## src/rtl/reg_wb_ctrl_pkg.sv

```systemverilog
// Shared types for the register-file write-back controller.
package reg_wb_ctrl_pkg;
   localparam int WB_AW = 5;
   localparam int WB_DW = 32;

   typedef enum logic [1:0] {IDLE, SETUP, STROBE} wb_state_e;

   typedef struct packed {
      logic [WB_AW-1:0] rd;
      logic [WB_DW-1:0] data;
   } wb_entry_t;
endpackage

```

## src/rtl/reg_wb_ctrl_if.sv

```systemverilog
// Producer / register-file port bundle for reg_wb_ctrl; lookup ports only with WB_BYPASS_EN.
interface reg_wb_ctrl_if #(
   parameter int DEPTH = 4,
   parameter int AW    = 5,
   parameter int DW    = 32
);
   logic                     in_valid;
   logic                     in_ready;
   logic [AW-1:0]            in_rd;
   logic [DW-1:0]            in_data;
   logic [AW-1:0]            rgw1;
   logic [DW-1:0]            rgw1data;
   logic                     write;
   logic [$clog2(DEPTH):0]   level;
`ifdef WB_BYPASS_EN
   logic [AW-1:0]            lk1, lk2;
   logic                     lk1_hit, lk2_hit;
   logic [DW-1:0]            lk1_data, lk2_data;
`endif

   modport master (
      output in_valid, in_rd, in_data,
      input  in_ready, rgw1, rgw1data, write, level
`ifdef WB_BYPASS_EN
      , output lk1, lk2
      , input  lk1_hit, lk2_hit, lk1_data, lk2_data
`endif
   );

   modport slave (
      input  in_valid, in_rd, in_data,
      output in_ready, rgw1, rgw1data, write, level
`ifdef WB_BYPASS_EN
      , input  lk1, lk2
      , output lk1_hit, lk2_hit, lk1_data, lk2_data
`endif
   );
endinterface

```

## src/rtl/reg_wb_ctrl_wb_queue.sv

```systemverilog
// Circular write-back FIFO; entries are also presented oldest-first for the bypass search.
module wb_queue
   import reg_wb_ctrl_pkg::*;
#(
   parameter  int DEPTH = 4,
   localparam int PW    = $clog2(DEPTH)
) (
   input  logic             clk,
   input  logic             reset,
   input  logic             push,
   input  wb_entry_t        din,
   input  logic             pop,
   output logic [PW:0]      level,
   output wb_entry_t        age_ent [DEPTH],
   output logic [DEPTH-1:0] age_vld
);
   wb_entry_t         mem_q [DEPTH];
   wb_entry_t         mem_d [DEPTH];
   logic [PW-1:0]     wr_ptr_q, wr_ptr_d, rd_ptr_q, rd_ptr_d;
   logic [PW:0]       level_q, level_d;

   always_comb begin
      mem_d    = mem_q;
      wr_ptr_d = wr_ptr_q;
      rd_ptr_d = rd_ptr_q;
      level_d  = level_q;
      if (push) begin
         mem_d[wr_ptr_q] = din;
         wr_ptr_d        = wr_ptr_q + PW'(1);
      end
      if (pop) rd_ptr_d = rd_ptr_q + PW'(1);
      case ({push, pop})
         2'b10:   level_d = level_q + (PW+1)'(1);
         2'b01:   level_d = level_q - (PW+1)'(1);
         default: level_d = level_q;
      endcase
   end

   always_ff @(posedge clk) begin
      if (reset) begin
         wr_ptr_q <= '0;
         rd_ptr_q <= '0;
         level_q  <= '0;
      end else begin
         wr_ptr_q <= wr_ptr_d;
         rd_ptr_q <= rd_ptr_d;
         level_q  <= level_d;
      end
   end

   always_ff @(posedge clk) mem_q <= mem_d;

   // age index 0 is the head; higher index is newer
   always_comb begin
      for (int i = 0; i < DEPTH; i++) begin
         age_ent[i] = mem_q[rd_ptr_q + PW'(i)];
         age_vld[i] = ((PW+1)'(i) < level_q);
      end
   end

   assign level = level_q;
endmodule

```

## src/rtl/reg_wb_ctrl.sv

```systemverilog
// Write-back controller: queues {rd,data} pairs and issues SETUP/STROBE writes to the register file.
// Optional bypass of queued / last-retired values with `define WB_BYPASS_EN.
module reg_wb_ctrl
   import reg_wb_ctrl_pkg::*;
#(
   parameter int DEPTH = 4,
   parameter int AW    = WB_AW,
   parameter int DW    = WB_DW
) (
   input logic         clk,
   input logic         reset,
   reg_wb_ctrl_if.slave bus
);
   localparam int PW = $clog2(DEPTH);

   wb_state_e        state_q, state_d;
   logic             write_q, write_d;
   logic [AW-1:0]    rgw1_q, rgw1_d;
   logic [DW-1:0]    rgw1data_q, rgw1data_d;
   logic             push, pop;
   wb_entry_t        din, next_head;
   logic [PW:0]      level;
   wb_entry_t        age_ent [DEPTH];
   logic [DEPTH-1:0] age_vld;

   assign bus.in_ready = !reset && (level < (PW+1)'(DEPTH));
   // index 0 completes the handshake but never enters the queue
   assign push = bus.in_valid && bus.in_ready && (bus.in_rd != '0);
   assign pop  = (state_q == STROBE);
   assign din  = '{rd: bus.in_rd, data: bus.in_data};

   wb_queue #(.DEPTH(DEPTH)) u_queue (
      .clk     (clk),
      .reset   (reset),
      .push    (push),
      .din     (din),
      .pop     (pop),
      .level   (level),
      .age_ent (age_ent),
      .age_vld (age_vld)
   );

   // entry the next SETUP will present; may still be arriving on the input
   always_comb begin
      if (state_q == STROBE)
         next_head = (level > (PW+1)'(1)) ? age_ent[1] : din;
      else
         next_head = (level != '0) ? age_ent[0] : din;
   end

   always_comb begin
      state_d    = state_q;
      rgw1_d     = rgw1_q;
      rgw1data_d = rgw1data_q;
      case (state_q)
         IDLE:    if (level != '0 || push) state_d = SETUP;
         SETUP:   state_d = STROBE;
         STROBE:  state_d = (level > (PW+1)'(1) || push) ? SETUP : IDLE;
         default: state_d = IDLE;
      endcase
      if (state_d == SETUP) begin
         rgw1_d     = next_head.rd;
         rgw1data_d = next_head.data;
      end
      write_d = (state_d == STROBE);
   end

   always_ff @(posedge clk) begin
      if (reset) begin
         state_q    <= IDLE;
         write_q    <= 1'b0;
         rgw1_q     <= '0;
         rgw1data_q <= '0;
      end else begin
         state_q    <= state_d;
         write_q    <= write_d;
         rgw1_q     <= rgw1_d;
         rgw1data_q <= rgw1data_d;
      end
   end

   assign bus.write    = write_q;
   assign bus.rgw1     = rgw1_q;
   assign bus.rgw1data = rgw1data_q;
   assign bus.level    = level;

`ifdef WB_BYPASS_EN
   logic          lr_vld_q, lr_vld_d;
   logic [AW-1:0] lr_rd_q, lr_rd_d;
   logic [DW-1:0] lr_data_q, lr_data_d;

   always_comb begin
      lr_vld_d  = lr_vld_q;
      lr_rd_d   = lr_rd_q;
      lr_data_d = lr_data_q;
      if (pop) begin
         lr_vld_d  = 1'b1;
         lr_rd_d   = age_ent[0].rd;
         lr_data_d = age_ent[0].data;
      end
      if (push && bus.in_rd == lr_rd_d) lr_vld_d = 1'b0;
   end

   always_ff @(posedge clk) begin
      if (reset) begin
         lr_vld_q  <= 1'b0;
         lr_rd_q   <= '0;
         lr_data_q <= '0;
      end else begin
         lr_vld_q  <= lr_vld_d;
         lr_rd_q   <= lr_rd_d;
         lr_data_q <= lr_data_d;
      end
   end

   // {hit, data}; later (newer) queue matches override older ones and the last-retired value
   function automatic logic [DW:0] lookup(input logic [AW-1:0] idx);
      logic          hit;
      logic [DW-1:0] d;
      hit = 1'b0;
      d   = '0;
      if (idx != '0) begin
         if (lr_vld_q && lr_rd_q == idx) begin
            hit = 1'b1;
            d   = lr_data_q;
         end
         for (int i = 0; i < DEPTH; i++) begin
            if (age_vld[i] && age_ent[i].rd == idx) begin
               hit = 1'b1;
               d   = age_ent[i].data;
            end
         end
      end
      return {hit, d};
   endfunction

   always_comb begin
      {bus.lk1_hit, bus.lk1_data} = lookup(bus.lk1);
      {bus.lk2_hit, bus.lk2_data} = lookup(bus.lk2);
   end
`else
   logic unused_age;
   always_comb begin
      unused_age = ^age_vld;
      for (int i = 0; i < DEPTH; i++) unused_age = unused_age ^ (^age_ent[i]);
   end
`endif
endmodule
```

## src/flat_wrapper.sv

```systemverilog
// flat-port wrapper written by rule: the top's interface ports become plain ports
module reg_wb_ctrl_flat import reg_wb_ctrl_pkg::*;
#(
   parameter int DEPTH = 4,
   parameter int AW    = WB_AW,
   parameter int DW    = WB_DW
)
  (clk, reset, bus_in_valid, bus_in_rd, bus_in_data, bus_in_ready, bus_rgw1, bus_rgw1data, bus_write, bus_level);
  reg_wb_ctrl_if #(.DEPTH(DEPTH), .AW(AW), .DW(DW)) bus_i ();
  input logic clk;
  input logic reset;
  input wire logic [$bits(bus_i.in_valid)-1:0] bus_in_valid;
  input wire logic [$bits(bus_i.in_rd)-1:0] bus_in_rd;
  input wire logic [$bits(bus_i.in_data)-1:0] bus_in_data;
  output wire logic [$bits(bus_i.in_ready)-1:0] bus_in_ready;
  output wire logic [$bits(bus_i.rgw1)-1:0] bus_rgw1;
  output wire logic [$bits(bus_i.rgw1data)-1:0] bus_rgw1data;
  output wire logic [$bits(bus_i.write)-1:0] bus_write;
  output wire logic [$bits(bus_i.level)-1:0] bus_level;
  assign bus_i.in_valid = bus_in_valid;
  assign bus_i.in_rd = bus_in_rd;
  assign bus_i.in_data = bus_in_data;
  assign bus_in_ready = bus_i.in_ready;
  assign bus_rgw1 = bus_i.rgw1;
  assign bus_rgw1data = bus_i.rgw1data;
  assign bus_write = bus_i.write;
  assign bus_level = bus_i.level;
  reg_wb_ctrl #(.DEPTH(DEPTH), .AW(AW), .DW(DW)) u_core (.clk(clk), .reset(reset), .bus(bus_i));
endmodule
```

## config.mk

```make
export PLATFORM = sky130hd
export DESIGN_NAME = reg_wb_ctrl_flat
export DESIGN_NICKNAME = d
export VERILOG_FILES = /design/src/rtl/reg_wb_ctrl_pkg.sv /design/src/rtl/reg_wb_ctrl_if.sv /design/src/rtl/reg_wb_ctrl_wb_queue.sv /design/src/rtl/reg_wb_ctrl.sv /design/src/flat_wrapper.sv
export SDC_FILE = /design/constraint.sdc
export NUM_CORES = 1
export LEC_CHECK = 0
export BUFFER_PORTS_ARGS = -buffer_cell sky130_fd_sc_hd__buf_4
export CELL_PAD_IN_SITES_DETAIL_PLACEMENT = 2
export CELL_PAD_IN_SITES_GLOBAL_PLACEMENT = 2
export CORE_AREA = 2 2 174 176
export CTS_CLUSTER_DIAMETER = 60
export DETAILED_ROUTE_END_ITERATION = 7
export DIE_AREA = 0 0 176 178
export GPL_TIMING_DRIVEN = 1
export HOLD_SLACK_MARGIN = 0.05
export PLACE_DENSITY = 0.67
export SETUP_SLACK_MARGIN = 0.02
export SLEW_MARGIN = 20
export SYNTH_ARGS = -nofsm -noshare
export SYNTH_HDL_FRONTEND = slang
export SYNTH_SLANG_ARGS = --single-unit
export TNS_END_PERCENT = 100
```

## constraint.sdc

```tcl
create_clock -name clk -period 1.9 [get_ports clk]
set_input_delay 0 -clock clk [delete_from_list [all_inputs] [get_ports clk]]
set_output_delay 0 -clock clk [all_outputs]
set_load 0.02 [all_outputs]
```

* Word level (Yosys, flattened, before mapping)
Index checks and enable logic that the tools add are counted.
** Storage, ports and cells
- Register bits after elaboration :: 195
- Output and inout bits :: 42
- Logic and storage cells :: 61
- Input port bits :: 40
** Operators by class
- Bitwise gates (word level) :: 3
- Add/subtract/negate cells :: 4
- Magnitude comparators :: 6
- Muxes and demuxes :: 16
- Reductions and logical operators :: 11
- Equality and inequality tests :: 6
** Operators by type and width (number)
- 37-bit 2-to-1 mux :: 8
- 37-bit binary-select mux with 2-bit select :: 2
- 148-bit bitwise mux :: 1
- 37-bit demux with 2-bit select :: 1
- 3-bit >= comparator, second input constant :: 3
- 2-bit NOT with 3-bit output :: 3
- 2-bit by 1-bit equality test with 1-bit output, second input constant :: 3
- 2-bit equality test, second input constant :: 3
- 2-bit one-hot mux with 3 select lines :: 1
- 3-bit one-hot mux with 2 select lines :: 1
- 5-bit nonzero test :: 1
- 2-bit by 1-bit adder with 2-bit output, second input constant :: 2
- 1-bit logical AND :: 4
- 3-bit by 1-bit adder with 3-bit output, second input constant :: 1
- 3-bit by 1-bit > comparator with 1-bit output, second input constant :: 1
- 3-bit by 1-bit < comparator with 1-bit output, second input constant :: 1
- 3-bit < comparator, second input constant :: 1
- 3-bit nonzero test :: 1
- 3-bit by 1-bit subtractor with 3-bit output, second input constant :: 1
- 2-bit zero test :: 1
- 1-bit logical OR :: 2
- 2-bit 2-to-1 mux :: 1
- 2-bit nonzero test :: 1
- 1-bit zero test :: 1
- 1-bit 2-to-1 mux :: 1

* Depth between registers and ports, before layout
- Depth after elaboration :: 8
- Gate-level depth with buffers :: 8
- Mapped depth without buffers :: 7

* By module
A second synthesis with hierarchy kept.
** Unflattened totals
- Cells, all modules :: 683
- Area, all modules :: 11025.6 um^2
** Modules (own cells, without submodules)
- wb_queue :: cells an instance 377, sequential area each 4584.4 um^2, area each 8538.2 um^2, times used 1
- reg_wb_ctrl :: cells an instance 306, sequential area each 780.7 um^2, area each 2487.4 um^2, times used 1

* Least setup slack after synthesis
No wires, ideal clock.
- Kind :: reg2reg
- Start point :: register u_core.u_queue.level_q[2], in the netlist u_core.u_queue.level[2]
- End point :: register u_core.u_queue.mem_q[0] (netlist name) (enable)
- Slack :: -624 ps
- Data arrival time :: 2126 ps
- Period minus slack after synthesis :: 2524 ps
- Cell stages (with the launch flop) :: 5
- Library setup time :: 398 ps
- Buffers on the path :: 1
- Required time :: 1502 ps
- Cell sequence :: dfxtp_1 clkbuf_1 nor2_1 o211a_4 and2_1
** Between the ends
- Longest elaborated chain between the ends :: 4
** Ends and longest elaborated chain
- start, declared :: line reg_wb_ctrl_wb_queue.sv:20 : logic [PW:0] level_q, level_d;
- start signal, assigned :: line reg_wb_ctrl_wb_queue.sv:47 : level_q <= level_d;
- 3-bit < comparator :: line reg_wb_ctrl.sv:26 : assign bus.in_ready = !reset && (level < (PW+1)'(DEPTH));
- 1-bit logical AND :: line reg_wb_ctrl.sv:26
- net bus_in_ready :: line flat_wrapper.sv:15 : output wire logic [$bits(bus_i.in_ready)-1:0] bus_in_ready;
- 1-bit logical AND (2 in series) :: line reg_wb_ctrl.sv:28 : assign push = bus.in_valid && bus.in_ready && (bus.in_rd != '0);
- end signal, assigned :: line reg_wb_ctrl_wb_queue.sv:51 : always_ff @(posedge clk) mem_q <= mem_d;
- end, declared :: line reg_wb_ctrl_wb_queue.sv:17 : wb_entry_t mem_q [DEPTH];
The timed path passes the listed nets, and every way through them passes these cells.
A chain may end at the register's enable or synchronous reset.

* Worst setup path after layout
- Start point :: register u_core.u_queue.level_q[0], in the netlist u_core.u_queue.level[0]
- End point :: register u_core.rgw1data_q[29], in the netlist u_core.bus.rgw1data[29]
** Between the ends
- Longest elaborated chain between the ends :: 8
- Elaborated cells between the ends (all ways) :: 15
- Classes of those cells :: order compare: 2; eq/ne: 1; mux: 6; reduce/logical: 6
** Ends and longest elaborated chain
- 3-bit < comparator :: line reg_wb_ctrl.sv:26
- 1-bit logical AND :: line reg_wb_ctrl.sv:26
- 1-bit logical AND (2 in series) :: line reg_wb_ctrl.sv:28
- 1-bit logical OR, on equally long branches :: line reg_wb_ctrl.sv:58, reg_wb_ctrl.sv:56
- 1-bit 2-to-1 mux / 2-bit 2-to-1 mux (equally long branches) :: line reg_wb_ctrl.sv:58, reg_wb_ctrl.sv:56
- 2-bit one-hot mux with 3 select lines :: line reg_wb_ctrl.sv:55 : case (state_q)
- 2-bit by 1-bit equality test with 1-bit output :: line reg_wb_ctrl.sv:61 : if (state_d == SETUP) begin
- end signal, assigned :: line reg_wb_ctrl.sv:78 : rgw1data_q <= rgw1data_d;
- end, declared :: line reg_wb_ctrl.sv:19 : logic [DW-1:0] rgw1data_q, rgw1data_d;
Parallel ways exist; a longest one is shown, timed or not.

==> impl_summary.txt <==
----------------------------------------------------
[Finish]
  Final Net Count ... 707
  Final design instance area without fill ... 11500 um^2
  Layout cell share with drive strength beyond 1 ... 39.3%
  # fillers ... 2819
  Share of the core filled with cells in the final layout ... 39.0%
  Area Growth Syn to Fin ... 30.9%
  Antenna Diode Count ... 0
  Layout Cells excl Fill ... 1061

[Critical path]
  Data arrival at the endpoint of the critical path ... 2.25 ns
  Beginning of the critical path ... u_core.u_queue.level[0]
  Worst-path maximum fanout ... 6
  Worst R2R Start ... u_core.u_queue.level[0]
  Crit path capture type ... flop
  Cell count of the worst reg-to-reg path ... 9
  Type of the worst setup path ... flop to flop
  Reg-to-reg setup timing slack ... 0.04 ns
  Startpoint Class ... flop
  WP data required ... 2.28 ns
  Termination of the worst setup path ... u_core.bus.rgw1data[29]
  Reg2Reg Capture Point ... u_core.bus.rgw1data[29]

[Yosys]
  Post-Syn Nets ... 569
  Ranking of synthesized cells by instance count ... 148 x edfxtp_1, 74 x mux4_2, 46 x dfxtp_1, 44 x nor2_1
  Most instantiated flip-flop cell in the synthesis netlist ... edfxtp_1
  Post-Synthesis Cell Area ... 8770 um^2
  Number of register bits inferred by synthesis ... 194
  Mux cell area share after synthesis ... 19.2%
  Count of distinct cell types in the synthesized netlist ... 36
  Number of warnings reported in the yosys synthesis log ... 0
  Avg Cell Area, Syn ... 16.9 um^2
  Simple-Gate Fraction of Synth Area ... 3.00%
  Cell with the most instances after synthesis ... edfxtp_1
  Combinational family with the most area after synthesis ... multiplexers
  Portion of synthesized cell area occupied by the leading cell type ... 50.7%
  Adder-cell share of the synthesized area ... 1.28%
  Library cell occupying the most area in the post-synthesis netlist ... edfxtp_1
  Fraction of the yosys area taken by sequential cells ... 61.2%
  Post-synthesis compound-gate area fraction ... 11.4%
  Proportion of register bits with asynchronous set or reset after synthesis ... 0%
  Mapped Cells ... 520
  Number of enable flip-flop cells after synthesis ... 148
  Main area contributors after synthesis ... edfxtp_1 51%, mux4_2 19%, dfxtp_1 11%
  Fraction of synthesized cell area in xor and xnor cells ... 0.499%

[Drt]
  Initial detailed-routing violation count ... 408
  Overall routed net length ... 27.4 mm
  Remaining routing DRC violations ... 0
  Total number of vias ... 5820
  Detailed-router iteration count before antenna repair ... 5
  Count of antenna-violating nets left after detailed routing ... 0
  Post-detailed-route wirelength per cell ... 25.8 um
  Via-to-Cell Ratio ... 5.49

[Timing]
  Setup TNS Final ... 0 ns
  Least setup slack across all paths after layout ... 0.0375 ns
  Max-slew violation count ... 0
  Worst-case clock skew ... 0.0117 ns
  RSZ-0062 raised after global routing ... true
  Worst hold-check slack ... 0.0716 ns
  Final period util ... 98.0%
  Maximum operating frequency ... 0.537 GHz
  Pin slew with the least headroom to its limit ... 0.736 ns
  Number of failing hold endpoints at the final stage ... 0
  Final critical delay including setup and external delays ... 1.86 ns
  Final setup violation count ... 0
  Worst rel slew slack ... 51.0%

[Placed design]
  Setup slack after placement ... -0.0240 ns
  Post-detailed-placement cell area ... 10000 um^2
  Cells after DPL ... 968
  Routability congestion estimate ... 0.690
  Total half-perimeter wirelength after legalization and detailed placement ... 15.2 mm
  Count of port buffers added during placement ... 81

[Global routing]
  Global route overflow ... 0
  Pin count of the biggest net entering global routing ... 47
  Via count of the first global-routing pass ... 6359
  Initial antenna violation count ... 0
  Total global routing track utilization ... 17.6%
  Global-route wire length before repair ... 40.3 mm

[Power]
  Switching pwr ... 3.61 mW
  Internal cell power ... 8.38 mW
  Worst supply voltage drop on vdd ... 0.736 mV
  Clk network pwr share ... 29.6%
  Static Leakage ... 3.83 nW
  Pwr/cell area ... 1040 nW/um^2
  Switching share of total power ... 30.1%
  Overall power of the completed layout ... 12.0 mW
  Relative contribution of sequential cells to total power ... 42.9%
  Proportion of power drawn by combinational gates ... 27.5%

[Floorplan]
  Die ar. ... 31300 um^2
  Top-Level Pins ... 82
  Row count ... 63
  Width of the die ... 176 um
  Effective utilization at floorplan ... 29.8%
  Core Footprint ... 29400 um^2
  Height of the chip ... 178 um

[Hold path]
  Classification of the worst-slack hold path ... primary input to flop

[Clock network]
  TritonCTS clock tree ... done
  Clock sink count ... 194
  Largest buffer count on any clock path ... 2
  Clk Latency, worst-skew pair ... 0.45 ns
  Number of buffers created by CTS ... 17
  CTS root buf ... clkbuf_16
  H-tree Lvls ... 4
  Register clock-pin slew on the reported worst setup and hold paths ... 0.07 ns

[Job]
  Number of max-capacitance violations reported ... 0

[Outcome]
  Outcome ... complete, no violations

----------------------------------------------------
-- repair_timing --
action / in CTS / in global routing
hold buffers: 40 / 0
cloned: 7 / 2
pin swaps: 3 / 9
gates resized for setup: 14 / 17
endpoints found under the setup margin: 38 / 38
setup buffers: 7 / 6
hold endpoints to repair: 154 / 0
-- registers in the layout (all words and copies together), names as in the netlist --
| register | flops |
|---|---|
| u_core.bus.rgw1 | 5 |
| u_core.u_queue.wr_ptr_q | 2 |
| u_core.state_q | 1 |
| u_core.bus.write | 1 |
| u_core.u_queue.rd_ptr_q | 2 |
| u_core.u_queue.mem_q | 148 |
| u_core.u_queue.level | 3 |
| u_core.bus.rgw1data | 32 |
-- routing by layer --
layer	share of wire, %	up-vias	track usage, %
met3	4.2	32	3.45
met4	1.5	0	4.51
met5	0	-	0
li1	-	2473	-
met1	42	3141	22.0
met2	52	174	31.5
-- power groups by stage --
stage               logic, mW  registers [mW]  clock network, mW
finish                   3.29            5.14               3.55
global route             3.49            5.18               3.77
CTS                      3.24            5.14               3.60
detailed placement       2.72            5.24                  0
global placement         2.65            5.21                  0
floorplan                1.28            5.42                  0
-- cells by family after synthesis --
group,Yosys count
xor+xnor,5
buf+inv,58
simple gates,59
fa+ha+maj,9
flops,194
compound gates,119
mux,76
-- worst min-delay path by stage --
stage	from	to	slack (ns)	cells past startpoint
after floorplan	reset	bus_in_ready	0.04	1
after global placement	bus_in_data[26]	u_core.u_queue.mem_q[63]	0.21	1
after detailed placement	bus_in_data[28]	u_core.u_queue.mem_q[28]	0.21	1
after global routing	bus_in_valid	u_core.u_queue.wr_ptr_q[0]	0.12	4
after CTS	bus_in_rd[0]	u_core.bus.rgw1[0]	0.05	4
final	bus_in_rd[0]	u_core.bus.rgw1[0]	0.07	4
-- final cells by class --
type                    count  area, um^2  area share [%]
clock inverters            15         151            1.32
well taps                 390         488            4.25
flip-flops and latches    194        5380            46.9
multi-input cells         268        3200            27.9
inverters                   8        40.0           0.349
clock buffers              17         425            3.71
repair buffers            169        1800            15.6
-- cells in the final DEF (no fill, tap or decap), types with 3 or more instances in the layout --
cell type / Yosys / routed
clkbuf_16: 0 / 19
clkinv_4: 1 / 5
buf_6: 4 / 5
o22a_1: 37 / 37
dlygate4sd3_1: 0 / 40
xor2_1: 3 / 3
buf_16: 0 / 7
buf_4: 0 / 97
a31oi_1: 37 / 37
nor2_1: 44 / 43
dfxtp_1: 46 / 41
ha_1: 9 / 7
inv_1: 6 / 4
mux4_2: 74 / 74
inv_8: 0 / 3
clkinvlp_4: 0 / 4
edfxtp_1: 148 / 148
dfxtp_4: 0 / 4
a32o_1: 37 / 37
and2_4: 0 / 5
buf_12: 0 / 16
-- worst max-delay path: stages, from the launching register on --
cell	delay [ns]
dfxtp_4	0.39
inv_4	0.05
ha_4	0.15
nor2b_4	0.12
or3_4	0.42
o211ai_4	0.12
buf_12	0.16
buf_12	0.12
buf_16	0.13
a32o_1	0.16
No activity file was read; power rests on OpenSTA's default activity.
